===== src/rtl/boid_sweep_pkg.sv =====
// Shared types and helpers for the boid sweep sequencer.
// Holds the sequencer state encoding and the index-width function.
package boid_sweep_pkg;

    typedef enum logic [2:0] {
        ST_IDLE   = 3'd0,
        ST_CLEAR  = 3'd1,
        ST_SCAN   = 3'd2,
        ST_DRAIN  = 3'd3,
        ST_UPDATE = 3'd4,
        ST_WRITE  = 3'd5,
        ST_DONE   = 3'd6
    } sweep_state_t;

    // A single boid still needs a one-bit index.
    function automatic int idx_w(input int n);
        if (n <= 1) begin
            return 1;
        end else begin
            return $clog2(n);
        end
    endfunction

endpackage


===== src/rtl/rd_valid_pipe.sv =====
// Read-valid delay line matching the memory read latency.
// Carries a valid bit plus payload and reports reads still in flight.
module rd_valid_pipe #(
    parameter int RD_LAT = 2,
    parameter int PAY_W  = 1
) (
    input  logic             clk,
    input  logic             reset,
    input  logic             in_valid,
    input  logic [PAY_W-1:0] in_pay,
    output logic             out_valid,
    output logic [PAY_W-1:0] out_pay,
    output logic             any_valid
);

    logic [RD_LAT-1:0] vld_r;
    logic [PAY_W-1:0]  pay_r [RD_LAT];

    // Shift stage 0 toward the output stage every cycle.
    always_ff @(posedge clk or negedge reset) begin
        if (!reset) begin
            vld_r <= '0;
            for (int k = 0; k < RD_LAT; k++) begin
                pay_r[k] <= '0;
            end
        end else begin
            vld_r[0] <= in_valid;
            pay_r[0] <= in_pay;
            for (int k = 1; k < RD_LAT; k++) begin
                vld_r[k] <= vld_r[k-1];
                pay_r[k] <= pay_r[k-1];
            end
        end
    end

    assign out_valid = vld_r[RD_LAT-1];
    assign out_pay   = pay_r[RD_LAT-1];

    // Only stages behind the output count: the output stage is delivered this cycle.
    always_comb begin
        any_valid = 1'b0;
        for (int k = 0; k < RD_LAT - 1; k++) begin
            any_valid = any_valid | vld_r[k];
        end
    end

endmodule


===== src/rtl/boid_sweep_ctrl.sv =====
// Frame sequencer for the boid-update datapath and boid register memory.
// For each boid i: clear accumulators, stream all j, finish update, write back.
module boid_sweep_ctrl
    import boid_sweep_pkg::*;
#(
    parameter  int N_BOIDS = 2,
    parameter  int RD_LAT  = 2,
    localparam int IDX_W   = idx_w(N_BOIDS)
) (
    input  logic             clk,
    input  logic             reset,
    input  logic             start,
    input  logic             stall,
    input  logic             dp_ready,
    output logic             busy,
    output logic             done,
    output logic             overrun,
    output logic             rd_en,
    output logic [IDX_W-1:0] rd_addr,
    output logic [IDX_W-1:0] cur_idx,
    output logic             dp_clr,
    output logic             dp_acc,
    output logic             dp_self,
    output logic             dp_fin,
    output logic             wr_en
);

    localparam logic [IDX_W-1:0] LAST_IDX = IDX_W'(N_BOIDS - 1);

    sweep_state_t     state_r;
    sweep_state_t     state_s;
    logic [IDX_W-1:0] i_r;
    logic [IDX_W-1:0] j_r;
    logic             fin_seen_r;
    logic             rd_en_s;
    logic             self_s;
    logic             pipe_valid_s;
    logic             pipe_self_s;
    logic             pipe_pending_s;

    assign self_s = (j_r == i_r);

    rd_valid_pipe #(
        .RD_LAT (RD_LAT),
        .PAY_W  (1)
    ) u_rd_valid_pipe (
        .clk       (clk),
        .reset     (reset),
        .in_valid  (rd_en_s),
        .in_pay    (self_s),
        .out_valid (pipe_valid_s),
        .out_pay   (pipe_self_s),
        .any_valid (pipe_pending_s)
    );

    // State register.
    always_ff @(posedge clk or negedge reset) begin
        if (!reset) begin
            state_r <= ST_IDLE;
        end else begin
            state_r <= state_s;
        end
    end

    // Boid indices and the UPDATE entry marker.
    always_ff @(posedge clk or negedge reset) begin
        if (!reset) begin
            i_r        <= '0;
            j_r        <= '0;
            fin_seen_r <= 1'b0;
        end else begin
            fin_seen_r <= (state_r == ST_UPDATE);
            case (state_r)
                ST_IDLE: begin
                    if (start) begin
                        i_r <= '0;
                    end
                end
                ST_CLEAR: begin
                    j_r <= '0;
                end
                ST_SCAN: begin
                    if (!stall && (j_r != LAST_IDX)) begin
                        j_r <= j_r + IDX_W'(1);
                    end
                end
                ST_WRITE: begin
                    if (i_r != LAST_IDX) begin
                        i_r <= i_r + IDX_W'(1);
                    end
                end
                default: begin
                    j_r <= j_r;
                end
            endcase
        end
    end

    // Next-state logic.
    always_comb begin
        state_s = state_r;
        case (state_r)
            ST_IDLE: begin
                if (start) begin
                    state_s = ST_CLEAR;
                end else begin
                    state_s = ST_IDLE;
                end
            end
            ST_CLEAR: begin
                state_s = ST_SCAN;
            end
            ST_SCAN: begin
                if (!stall && (j_r == LAST_IDX)) begin
                    state_s = ST_DRAIN;
                end else begin
                    state_s = ST_SCAN;
                end
            end
            ST_DRAIN: begin
                if (!pipe_pending_s) begin
                    state_s = ST_UPDATE;
                end else begin
                    state_s = ST_DRAIN;
                end
            end
            ST_UPDATE: begin
                // dp_ready seen in the dp_fin cycle itself does not count.
                if (fin_seen_r && dp_ready) begin
                    state_s = ST_WRITE;
                end else begin
                    state_s = ST_UPDATE;
                end
            end
            ST_WRITE: begin
                if (i_r == LAST_IDX) begin
                    state_s = ST_DONE;
                end else begin
                    state_s = ST_CLEAR;
                end
            end
            ST_DONE: begin
                state_s = ST_IDLE;
            end
            default: begin
                state_s = ST_IDLE;
            end
        endcase
    end

    // Output decode.
    always_comb begin
        rd_en_s = 1'b0;
        dp_clr  = 1'b0;
        dp_fin  = 1'b0;
        wr_en   = 1'b0;
        done    = 1'b0;
        case (state_r)
            ST_CLEAR: begin
                dp_clr = 1'b1;
            end
            ST_SCAN: begin
                if (!stall) begin
                    rd_en_s = 1'b1;
                end else begin
                    rd_en_s = 1'b0;
                end
            end
            ST_UPDATE: begin
                if (!fin_seen_r) begin
                    dp_fin = 1'b1;
                end else begin
                    dp_fin = 1'b0;
                end
            end
            ST_WRITE: begin
                wr_en = 1'b1;
            end
            ST_DONE: begin
                done = 1'b1;
            end
            default: begin
                rd_en_s = 1'b0;
            end
        endcase
    end

    assign busy    = (state_r != ST_IDLE);
    assign overrun = start & busy;
    assign rd_en   = rd_en_s;
    assign rd_addr = j_r;
    assign cur_idx = i_r;
    assign dp_acc  = pipe_valid_s;
    assign dp_self = pipe_valid_s & pipe_self_s;

endmodule


===== config.mk =====
export PLATFORM = sky130hd
export DESIGN_NAME = boid_sweep_ctrl
export DESIGN_NICKNAME = d
export VERILOG_FILES = /design/src/rtl/boid_sweep_pkg.sv /design/src/rtl/rd_valid_pipe.sv /design/src/rtl/boid_sweep_ctrl.sv
export SDC_FILE = /design/constraint.sdc
export NUM_CORES = 1
export LEC_CHECK = 0
export BUFFER_PORTS_ARGS = -buffer_cell sky130_fd_sc_hd__buf_4
export CAP_MARGIN = 20
export CELL_PAD_IN_SITES_DETAIL_PLACEMENT = 1
export CELL_PAD_IN_SITES_GLOBAL_PLACEMENT = 1
export CORE_MARGIN = 10
export CORE_UTILIZATION = 30
export DETAILED_ROUTE_END_ITERATION = 12
export PLACE_DENSITY = 0.66
export SLEW_MARGIN = 20
export SYNTH_ARGS = -nofsm -noshare
export SYNTH_HDL_FRONTEND = slang
export SYNTH_HIERARCHICAL = 1
export SYNTH_SLANG_ARGS = --single-unit

===== constraint.sdc =====
create_clock -name clk -period 3.24 [get_ports clk]
set_input_delay 0.162 -clock clk [delete_from_list [all_inputs] [get_ports clk]]
set_output_delay 0.162 -clock clk [all_outputs]
set_load 0.01 [all_outputs]

# == Word level (Yosys, flattened, before mapping) ==
# Index checks and enable logic that the tools add are counted.
# word_totals
ff_bits,10
out_inout_bits,11
elab_cells,49
# classes
add_sub_neg,2
eq_ne,9
n_mux,18
n_bitwise,3
reduce_logical,10
# op_table
op,count
3-bit case mux with 6 select lines,1
1-bit 2-to-1 mux,13
"3-bit == test, second input constant",3
"3-bit by 2-bit == test with 1-bit output, second input constant",2
3-bit 2-to-1 mux,2
"2-bit inequality test, second input constant",2
1-bit case mux with 2 select lines,2
2-bit AND reduction,2
2-bit nonzero test,2
"3-bit by 1-bit == test with 1-bit output, second input constant",1
1-bit logical AND,3
3-bit zero test,1
3-bit nonzero test,1
"1-bit adder, second input constant",2
1-bit bitwise AND,2
1-bit == test,1
1-bit zero test,1
1-bit inverter,1

# == Depth between registers and ports, before layout ==
# Gate-level depths: netlist of run 1.
# depth
depth_word,4
depth_mapped,4

# == Hierarchy ==
# The synthesis of run 1 kept the hierarchy.
# by_module_without_submodules
mod,instances,cells_per_inst,area_per_inst_um2
boid_sweep_ctrl,1,42,375.4
rd_valid_pipe,1,4,100.1

# == Least setup slack after synthesis of run 1 ==
# Ideal clock, no wire load.
# synth_timing
path_kind,register to output
start,register state_r[0]
end,output port overrun
arrival_time_ns,1.098
required_time_ns,3.078
setup_slack_ns,1.980
stages_incl_launch_ff,4
path_buffers,1
cell_sequence,dfrtp_1 -> buf_2 -> or3_1 -> and2_1
# synth_between
elab_chain_cells,2
# synth_lines
item,line_no,text
"start, declared",boid_sweep_ctrl.sv:30,sweep_state_t state_r;
"start signal, assigned",boid_sweep_ctrl.sv:61,state_r <= state_s;
3-bit nonzero test,boid_sweep_ctrl.sv:188,assign busy = (state_r != ST_IDLE);
named net busy,boid_sweep_ctrl.sv:15,"output logic busy,"
1-bit bitwise AND,boid_sweep_ctrl.sv:189,assign overrun = start & busy;
"end, declared",boid_sweep_ctrl.sv:17,"output logic overrun,"
# The timed path passes the listed nets, and every way through them passes these cells.

# == Worst setup path after layout of run 1 ==
# layout_timing
start,register state_r[2]
end,output port overrun
# layout_between
elab_chain_cells,2
# layout_lines
item,line_no
3-bit nonzero test,boid_sweep_ctrl.sv:188
1-bit bitwise AND,boid_sweep_ctrl.sv:189
# No other way between the ends.

==> results of run 1 <==
-- worst max-delay path by stage --
stage                    start       to  slack (ns)  depth (start not counted)
global route        state_r[2]  overrun        1.54                          3
floorplan           state_r[0]  overrun        1.98                          3
CTS                 state_r[2]  overrun        1.58                          3
detailed placement  state_r[2]  overrun        1.87                          3
global placement    state_r[2]  overrun        1.89                          3
finish              state_r[2]  overrun        1.60                          3
-- state kept, by name, summed over array words and instances, names as in the netlist --
name and flops:
cur_idx 1, u_rd_valid_pipe/vld_r 2, u_rd_valid_pipe/pay_r 1, u_rd_valid_pipe/out_pay 1, state_r 3, rd_addr 1, fin_seen_r 1
-- power by group through the flow --
stage / logic [mW] / registers [mW] / clock network [mW]
global route: 0.269 / 0.248 / 0.124
finish: 0.236 / 0.240 / 0.111
CTS: 0.242 / 0.239 / 0.118
global placement: 0.236 / 0.240 / 0
floorplan: 0.164 / 0.210 / 0
detailed placement: 0.239 / 0.242 / 0
-- area by class of cell --
class                           count  area share (%)
Tap cell                           16           3.107
Clock buffer                        4           5.631
Sequential cell                    10           38.83
Inverter                            4           2.330
Multi-Input combinational cell     30           31.07
Timing Repair Buffer               16           19.03
-- worst max-delay path: cells and delay by family, from the launching register on --
| kind | cells | cell delay (ns) |
|---|---|---|
| buffers and inverters | 1 | 0.14 |
| AND/OR/NAND/NOR | 2 | 0.58 |
| flip-flops | 1 | 0.50 |
-- logic make-up after synthesis --
logic type | count (synthesis) | share of synthesized area, %
flip-flops | 10 | 52.63
XOR/XNOR | 1 | 1.842
buffers and inverters | 6 | 5.262
AND/OR/NAND/NOR | 19 | 26.58
AO/OA/AOI/OAI | 10 | 13.68
-- layer usage --
| layer | up-vias | share of wire, % | GRT usage [%] |
|---|---|---|---|
| li1 | 195 | - | - |
| met1 | 181 | 45 | 7.990 |
| met2 | 12 | 42 | 10.15 |
| met3 | 2 | 10 | 4.661 |
| met4 | 0 | 2.3 | 6.731 |
| met5 | - | 0 | 0 |
-- synth_stat cells, types with 2 or more instances --
cell      number
nand2b_1       2
a21oi_1        3
nand2_1        3
and3_1         2
dfrtp_1       10
and2_1         2
nor2_1         2
buf_2          2
inv_1          3
-- timing repair --
item	in CTS	in global routing
endpoints found under the setup margin	0	0
hold endpoints to repair	10	0
hold buffers	1	0
buffers inserted	0	0
gates resized for setup	0	0
-- metrics by stage --
stage,power [mW],instances,area (um2),util (%)
after CTS,0.5987,80,644.4,42.77
after global routing,0.6418,80,644.4,42.77
final,0.5871,80,644.4,42.77
after floorplan,0.3743,46,475.5,-
after global placement,0.4767,75,598.1,39.70
after detailed placement,0.4814,75,598.1,39.70
==> reports/metrics.csv, run 1 <==
stage;metric;value;unit
synthesis;synth-async-reset-ratio;100.0;%
cells_and_area;area_growth_syn_to_layout;35.53;%
global_route;grt_pass1_vias;435;
worst_hold_path;holdPathEnd;u_rd_valid_pipe/vld_r[0];
worst_hold_path;hp-start;stall;
power_and_ir_drop;p_seq_share;40.8;%
timing;max_freq;608.6;MHz
synthesis;yosysTopAreaCell;dfrtp_1;
floorplan;fp.dieW;59.81;um
timing;whs;0.08115;ns
worst_setup_path;cp_max_fo;12;
synthesis;netlist_top_cells_area;dfrtp_1 (53%), a21oi_1 (3.2%), nor4b_2 (3.2%);
timing;timing.setup.tns;0;ns
power_and_ir_drop;ir_drop;0.3132;mV
power_and_ir_drop;pwr-share-comb;40.3;%
timing;setup_slack;1.597;ns
timing;rsz0062_at_grt;false;
clock_network;root_buffer;clkbuf_4;
synthesis;seq_area_frac_synth;52.63;%
worst_setup_path;crit_arrival;1.48;ns
status;status;complete, no violations;
clock_network;cts_htree_levels;1;
power_and_ir_drop;power_frac_clock;18.9;%
power_and_ir_drop;swShare;37.69;%
synthesis;netlist_area;475.5;um2
global_route;antenna_found_initial;0;
clock_network;clk-insertion-delay-late;0.26;ns
cells_and_area;antenna_cells;0;
worst_hold_path;hp-class;input pin to register;
worst_hold_path;min_path_cells;2;
cells_and_area;layout_common_cells;buf_4 (15), dfrtp_1 (10);
floorplan;rows;14;
place;io_buffers;15;
routing;antenna_left;0;
floorplan;die-height;59.81;um
cells_and_area;nFillCells;181;
floorplan;start_util;31.56;%
worst_setup_path;critPathMaxStageDelay;0.50;ns
cells_and_area;nNetsFinal;70;
timing;finClkSkew;0.004316;ns
worst_setup_path;setup.worst_path.class;register to output pin;
timing;finalMaxSlewViolations;0;
clock_network;clockBufferDepth;2;
floorplan;core;1506;um2
floorplan;dieArea;3577;um2
global_route;grt_pass1_wl;2.001;mm
synthesis;ys.flop_type;dfrtp_1;
synthesis;avgSynthCellArea;10.34;um2
synthesis;synth-edff-count;0;
routing;totalWireLength;1.173;mm
power_and_ir_drop;p_int;0.3658;mW
synthesis;syn_inst;46;
timing;tightest_slew;0.3486;ns
synthesis;syn-num-nets;51;
timing;hold_violations;0;
clock_network;cts_tree;done;
timing;min_period;1.643;ns
worst_setup_path;r2r-end;state_r[2];
routing;avgRoutedWirePerCell;14.66;um
synthesis;synth_cell_types;26;
cells_and_area;final_common_cell;buf_4;
routing;dr.pass1.iters;2;
synthesis;ys.warnings.count;6;
place;place_worst_setup_slack;1.872;ns
routing;drt_iter0_markers;4;
power_and_ir_drop;p_switching;0.2212;mW
clock_network;clkSinkCount;10;
timing;finalSetupViolations;0;
timing;period_share;50.72;%
cells_and_area;drive_gt1_share;35.94;%
clock_network;numCtsBuffers;3;
synthesis;synth_seq_cells;10;
worst_setup_path;reg2reg_slack;1.93;ns
worst_setup_path;crit_chain;or3_1 -> and2_1 -> buf_4;
routing;via_per_inst;4.875;
flow_run;max_cap_viol_count;0;
global_route;grt_overflow;0;
floorplan;io_pins;16;
routing;vias;390;
place;gp_congestion;0.6816;
worst_setup_path;r2r_cells;3;
global_route;grt_max_degree;13;
cells_and_area;seqCellArea;250.2;um2
clock_network;clkSlewWorstSetupHoldPaths;0.06;ns
power_and_ir_drop;power.density;911.1;nW/um2
timing;slew_headroom;76.76;%
worst_setup_path;cp.required;3.08;ns
power_and_ir_drop;leakagePower;0.3145;nW
worst_setup_path;startpoint_type;register;
worst_setup_path;rr_startpoint;state_r[0];
cells_and_area;multiInputGateArea;200.2;um2
worst_setup_path;slowest_stage;dfrtp_1;
global_route;track_usage;7.565;%
place;dpl.hpwl;891.6;um
worst_setup_path;end_kind;output pin;
synthesis;yosys.area.top_type_share;52.63;%
routing;drc;0;
(Power assumes the default switching activity.)
==> run 2, diff against run 1 <==
ABC_AREA = 1   (was unset)
PLACE_DENSITY = 0.65   (was 0.66)
clock period = 1.65 ns   (was 3.24 ns; I/O delays follow)
==> reports/metrics.csv, run 2 <==
stage;metric;value;unit;change
routing;avgRoutedWirePerCell;14.14;um;-3.6%
floorplan;fp.dieW;61.05;um;+2.1%
synthesis;synth-edff-count;0;;unchanged
cells_and_area;final_common_cell;buf_4;;
power_and_ir_drop;ir_drop;0.6947;mV;+120%
worst_setup_path;end_kind;output pin;;
timing;tightest_slew;0.3722;ns;+0.02353 ns
timing;rsz0062_at_grt;false;;
synthesis;synth_seq_cells;10;;unchanged
timing;finClkSkew;0.002657;ns;-0.001659 ns
synthesis;synth_cell_types;20;;-23%
clock_network;clockBufferDepth;2;;unchanged
timing;hold_violations;0;;unchanged
clock_network;clk-insertion-delay-late;0.26;ns;about the same
synthesis;synth-compound-area-share;4.950;%;-8.7 points
timing;max_freq;695.9;MHz;
routing;drc;0;;unchanged
worst_setup_path;crit_arrival;1.35;ns;-0.13 ns
synthesis;synthAdderAreaFrac;0;%;unchanged
cells_and_area;largest-register;state_r;;
synthesis;netlist_top_cells_area;dfrtp_1 (50%), nor3_4 (6.4%), nand2_1 (5.2%);;
synthesis;yosysTopAreaCell;dfrtp_1;;
floorplan;dieArea;3727;um2;+4.2%
global_route;antenna_found_initial;0;;unchanged
global_route;grt_overflow;0;;unchanged
cells_and_area;area_growth_syn_to_layout;30.20;%;
routing;antenna_left;0;;unchanged
timing;min_period;1.437;ns;
synthesis;avgSynthCellArea;9.721;um2;-6.0%
floorplan;core;1541;um2;+2.3%
place;place_worst_setup_slack;0.4918;ns;-1.381 ns
routing;drt_iter0_markers;1;;-3
worst_setup_path;critPathMaxStageDelay;0.56;ns;+0.06 ns
floorplan;io_pins;16;;unchanged
clock_network;cts_htree_levels;1;;unchanged
worst_setup_path;cp.required;1.57;ns;-1.51 ns
synthesis;seq_area_frac_synth;49.50;%;-3.1 points
status;status;complete, no violations;;
synthesis;yosys-top-cells-count;dfrtp_1 (10), nand2_1 (7), inv_1 (6);;
routing;totalWireLength;1.216;mm;+3.7%
timing;finalMaxSlewViolations;0;;unchanged
global_route;grt_pass1_vias;429;;-1.4%
cells_and_area;nNetsFinal;77;;+10%
worst_setup_path;startpoint_type;register;;
place;dpl.hpwl;994.5;um;+12%
power_and_ir_drop;power.density;1751;nW/um2;+92%
power_and_ir_drop;leakagePower;0.3547;nW;+13%
floorplan;start_util;32.79;%;+1.2 points
synthesis;syn-num-nets;57;;+12%
worst_setup_path;crit_chain;inv_2 -> nor3_4 -> buf_4;;
cells_and_area;antenna_cells;0;;unchanged
cells_and_area;top_regs;state_r (3), u_rd_valid_pipe/vld_r (2);;
global_route;grt_pass1_wl;2.014;mm;+0.65%
worst_setup_path;setup.worst_path.class;register to output pin;;
synthesis;netlist_area;505.5;um2;+6.3%
synthesis;ys.flop_type;dfrtp_1;;
floorplan;rows;14;;unchanged
clock_network;postCtsSetupBuffers;0;;unchanged
cells_and_area;drive_gt1_share;40.00;%;+4.1 points
clock_network;clkSinkCount;10;;unchanged
synthesis;synthMuxAreaShare;0;%;unchanged
flow_run;max_cap_viol_count;0;;unchanged
clock_network;root_buffer;clkbuf_4;;
clock_network;cts_tree;done;;
place;io_buffers;15;;unchanged
timing;setup_slack;0.2130;ns;-1.384 ns
cells_and_area;layout_common_cells;buf_4 (15), dfrtp_1 (10), nand2_1 (7);;
worst_hold_path;hp-class;input pin to register;;
timing;period_share;87.09;%;
worst_setup_path;slowest_stage;dfrtp_1;;
synthesis;synth-async-reset-ratio;100.0;%;unchanged
timing;finalSetupViolations;0;;unchanged
synthesis;synth_top_family_by_area;simple AND/OR/NAND/NOR gates;;
synthesis;yosys.area_share.simple;32.67;%;+6.1 points
cells_and_area;largest_reg_flops;3;;unchanged
floorplan;die-height;61.05;um;+2.1%
global_route;track_usage;7.291;%;-0.27 points
clock_network;numCtsBuffers;3;;unchanged
synthesis;ys.warnings.count;6;;unchanged
synthesis;yosys.area.top_type_share;49.50;%;-3.1 points
cells_and_area;fin_util;42.69;%;-0.079 points
synthesis;syn_inst;52;;+13%
cells_and_area;nFillCells;188;;+3.9%
power_and_ir_drop;finalPower;1.152;mW;+96%
place;gp_congestion;0.7237;;+6.2%
synthesis;post-synth-top-count-cell;dfrtp_1;;
synthesis;synth-xor-area-share;1.733;%;-0.11 points
clock_network;clkSlewWorstSetupHoldPaths;0.06;ns;about the same
timing;timing.setup.tns;0;ns;unchanged
routing;dr.pass1.iters;2;;unchanged
global_route;grt_max_degree;11;;-2
routing;vias;403;;+3.3%
timing;slew_headroom;75.19;%;-1.6 points
routing;via_per_inst;4.686;;-3.9%
worst_setup_path;cp_max_fo;8;;-4
run 2: changes by cell type in the layout (fill, tap and decap cells not counted), moves of 2 or more:
cell and delta:
nand3_1 +5, nand2_1 +4, a21oi_1 -3, inv_1 +3, and2_1 -2, and3_1 -2, inv_2 +2, nand2b_1 -2
nand4_1 +2, nor2_2 +2, nor3_4 +2
run 2: worst max-delay path, delay by kind of cell (launching register included):
family,cells,cell delay (ns)
flops,1,0.56
simple gates,1,0.23
buf+inv,2,0.29
run 2: layout make-up:
cell class                 count  area, um2  area share, %
clock buffer                   3      22.52          3.422
inverter                       9      33.78          5.133
multi-input combinational     31      198.9          30.23
sequential                    10      250.2          38.02
tap                           16      20.02          3.042
timing repair buffer          17      132.6          20.15
run 2: worst paths after layout:
path,cells past startpoint,startpoint,slack [ns],end
min,3,start,0.17,cur_idx
max reg2reg,4,state_r[2],0.48,state_r[1]
max in group asynchronous,2,reset,1.33,u_rd_valid_pipe/pay_r[1]
max,3,state_r[2],0.21,wr_en
min in group asynchronous,2,reset,0.18,rd_addr
min reg2reg,0,u_rd_valid_pipe/pay_r[1],0.37,u_rd_valid_pipe/out_pay
run 2: power breakdown:
part / internal (mW) / switching, mW / leakage (nW)
Combinational: 0.238 / 0.269 / 0.213
Sequential: 0.342 / 0.141 / 0.127
Clock: 0.0841 / 0.0787 / 0.0138
Total: 0.664 / 0.489 / 0.355
run 2: repair_timing:
item                      4_1_cts  5_1_grt
hold buffers                    2        0
resized for setup               0        0
hold endpoints to repair       11        0
run 2: per-stage QoR:
step / area, um2 / hold slack (ns) / cells
finish: 658.1 / 0.1677 / 86
global placement: 615.6 / -0.08270 / 81
floorplan: 505.5 / -0.2131 / 52
detailed placement: 615.6 / -0.08125 / 81
global route: 658.1 / 0.1925 / 86
CTS: 658.1 / 0.1581 / 86
run 2: kinds of logic (layout without fill, tap and decap cells):
group,count (synthesis),in the layout
AOI/OAI and AO/OA,4,4
xor gates and xnor gates,1,1
buffers and inverters,11,29
DFF,10,10
and+or+nand+nor,26,26
run 2: metal layers:
metal  wire length [um]  up-vias  GRT usage (%)  share of wire [%]
met3                109        4          4.527                9.0
met1                503      182          7.456                 41
li1                   -      204              -                  -
met5                  0        -              0                  0
met2                575       13          11.38                 47
met4                 27        0          3.762                2.2
==> run 3, diff against run 2 <==
CTS_BUF_LIST = sky130_fd_sc_hd__clkbuf_16   (was unset)
==> reports/metrics.csv, run 3 (synthesis gave the netlist of run 2 again) <==
stage;metric;value;unit;change
global_route;grt_overflow;0;;unchanged
global_route;grt_max_degree;11;;unchanged
global_route;grt_pass1_vias;447;;+4.2%
routing;antenna_left;0;;unchanged
routing;drt_iter0_markers;4;;+3
clock_network;cts_tree;done;;
floorplan;dieArea;3727;um2;unchanged
power_and_ir_drop;swShare;36.52;%;-5.9 points
routing;totalWireLength;1.203;mm;-1.1%
clock_network;clk-insertion-delay-late;0.23;ns;-0.03 ns
timing;finalMaxSlewViolations;0;;unchanged
power_and_ir_drop;leakagePower;0.3737;nW;+5.4%
cells_and_area;antenna_cells;0;;unchanged
clock_network;clkSinkCount;10;;unchanged
power_and_ir_drop;power.density;2006;nW/um2;+15%
clock_network;clkSlewWorstSetupHoldPaths;0.04;ns;-0.02 ns
timing;finalSetupViolations;0;;unchanged
floorplan;io_pins;16;;unchanged
timing;slew_headroom;73.76;%;-1.4 points
power_and_ir_drop;p_seq_share;34.7;%;-7.2 points
place;dpl.hpwl;994.5;um;unchanged
cells_and_area;drive_gt1_share;40.58;%;+0.58 points
timing;tightest_slew;0.3936;ns;+0.02147 ns
status;status;complete, no violations;;
global_route;track_usage;7.001;%;-0.29 points
power_and_ir_drop;p_switching;0.5133;mW;+5.1%
routing;vias;398;;-1.2%
timing;period_share;85.96;%;-1.1 points
cells_and_area;top_regs;state_r (3), u_rd_valid_pipe/vld_r (2);;
worst_setup_path;setup.worst_path.class;register to output pin;;
flow_run;max_cap_viol_count;0;;unchanged
cells_and_area;nFillCells;182;;-3.2%
power_and_ir_drop;pwr-share-comb;36.2;%;-7.7 points
clock_network;clockBufferDepth;2;;unchanged
worst_setup_path;startpoint_type;register;;
cells_and_area;design_area;700.7;um2;+6.5%
power_and_ir_drop;p_int;0.8923;mW;+34%
worst_setup_path;cp.required;1.57;ns;about the same
power_and_ir_drop;ir_drop;1.224;mV;+76%
cells_and_area;largest_reg_flops;3;;unchanged
timing;timing.setup.tns;0;ns;unchanged
place;dpl_cell_area;615.6;um2;unchanged
timing;min_period;1.418;ns;-0.01866 ns
timing;rsz0062_at_grt;false;;
clock_network;numCtsBuffers;3;;unchanged
place;io_buffers;15;;unchanged
routing;via_per_inst;4.682;;about the same
floorplan;start_util;32.79;%;unchanged
clock_network;root_buffer;clkbuf_16;;
timing;max_freq;705.1;MHz;+1.3%
worst_setup_path;end_kind;output pin;;
floorplan;core;1541;um2;unchanged
clock_network;cts_resized;0;;unchanged
global_route;grt_pass1_wl;2.021;mm;+0.35%
cells_and_area;largest-register;state_r;;
routing;avgRoutedWirePerCell;14.15;um;about the same
power_and_ir_drop;finalPower;1.406;mW;+22%
routing;dr.pass1.iters;2;;unchanged
cells_and_area;layout_common_cells;buf_4 (15), dfrtp_1 (10), nand2_1 (7);;
worst_setup_path;cp_max_fo;8;;unchanged
floorplan;rows;14;;unchanged
worst_hold_path;hp-class;input pin to register;;
floorplan;fp.dieW;61.05;um;unchanged
timing;finClkSkew;0.002362;ns;-0.0002950 ns
cells_and_area;nNetsFinal;76;;-1.3%
global_route;antenna_found_initial;0;;unchanged
cells_and_area;final_common_cell;buf_4;;
clock_network;cts_htree_levels;1;;unchanged
cells_and_area;area_growth_syn_to_layout;38.61;%;
routing;drc;0;;unchanged
worst_setup_path;crit_arrival;1.34;ns;about the same
power_and_ir_drop;power_frac_clock;29.2;%;+15 points
place;gp_congestion;0.7237;;unchanged
floorplan;die-height;61.05;um;unchanged
timing;hold_violations;0;;unchanged
## run 3: repair_timing
action / in CTS / in global routing
hold buffers: 1 / 0
setup buffers: 0 / 0
endpoints found under the hold margin: 10 / 0
setup endpoints to repair: 0 / 0
## run 3: final timing paths
path                                     startpoint                  endpoint  slack, ns  cells past startpoint
max                                      state_r[2]                     wr_en       0.23                      3
min                                           stall  u_rd_valid_pipe/vld_r[0]       0.02                      2
max reg2reg                              state_r[2]                state_r[1]       0.45                      4
min reg2reg                u_rd_valid_pipe/pay_r[1]   u_rd_valid_pipe/out_pay       0.37                      0
max in group asynchronous                     reset  u_rd_valid_pipe/pay_r[1]       1.29                      2
min in group asynchronous                     reset                   rd_addr       0.22                      2
## run 3: metrics by stage
step | instances | hold slack (ns) | utilization [%] | setup slack [ns]
finish | 85 | 0.02308 | 45.45 | 0.2317
global route | 85 | 0.02981 | 45.45 | 0.1287
CTS | 85 | 0.02074 | 45.45 | 0.2210
detailed placement | 81 | -0.08125 | 39.94 | 0.4918
global placement | 81 | -0.08270 | 39.94 | 0.4816
floorplan | 52 | -0.2131 | - | 0.6042
## run 3: cell type report
type	instances	area (um2)	share of cell area (%)
inverter	9	33.78	4.821
sequential	10	250.2	35.71
tap	16	20.02	2.857
clock buffer	3	75.07	10.71
timing repair buffer	16	122.6	17.50
multi-input combinational	31	198.9	28.39
## run 3: layer usage
metal  part of all wire, %  vias to the layer above  global-route usage, %
met1                    42                      184                  8.047
met5                     0                        -                      0
met2                    48                       13                  11.10
met4                     0                        0                 0.9404
li1                      -                      201                      -
met3                   9.9                        0                  4.321
## run 3: power groups by stage
| stage | Clock [mW] | Combinational, mW | Sequential [mW] |
|---|---|---|---|
| final | 0.410 | 0.509 | 0.487 |
| after global routing | 0.436 | 0.571 | 0.504 |
| after CTS | 0.422 | 0.524 | 0.490 |
| after detailed placement | 0 | 0.516 | 0.489 |
| after global placement | 0 | 0.511 | 0.488 |
| after floorplan | 0 | 0.385 | 0.430 |
## run 3: critical path: stages, from the launching register on
cell and delay, ns:
dfrtp_1 0.57, inv_2 0.14, nor3_4 0.23, buf_4 0.16
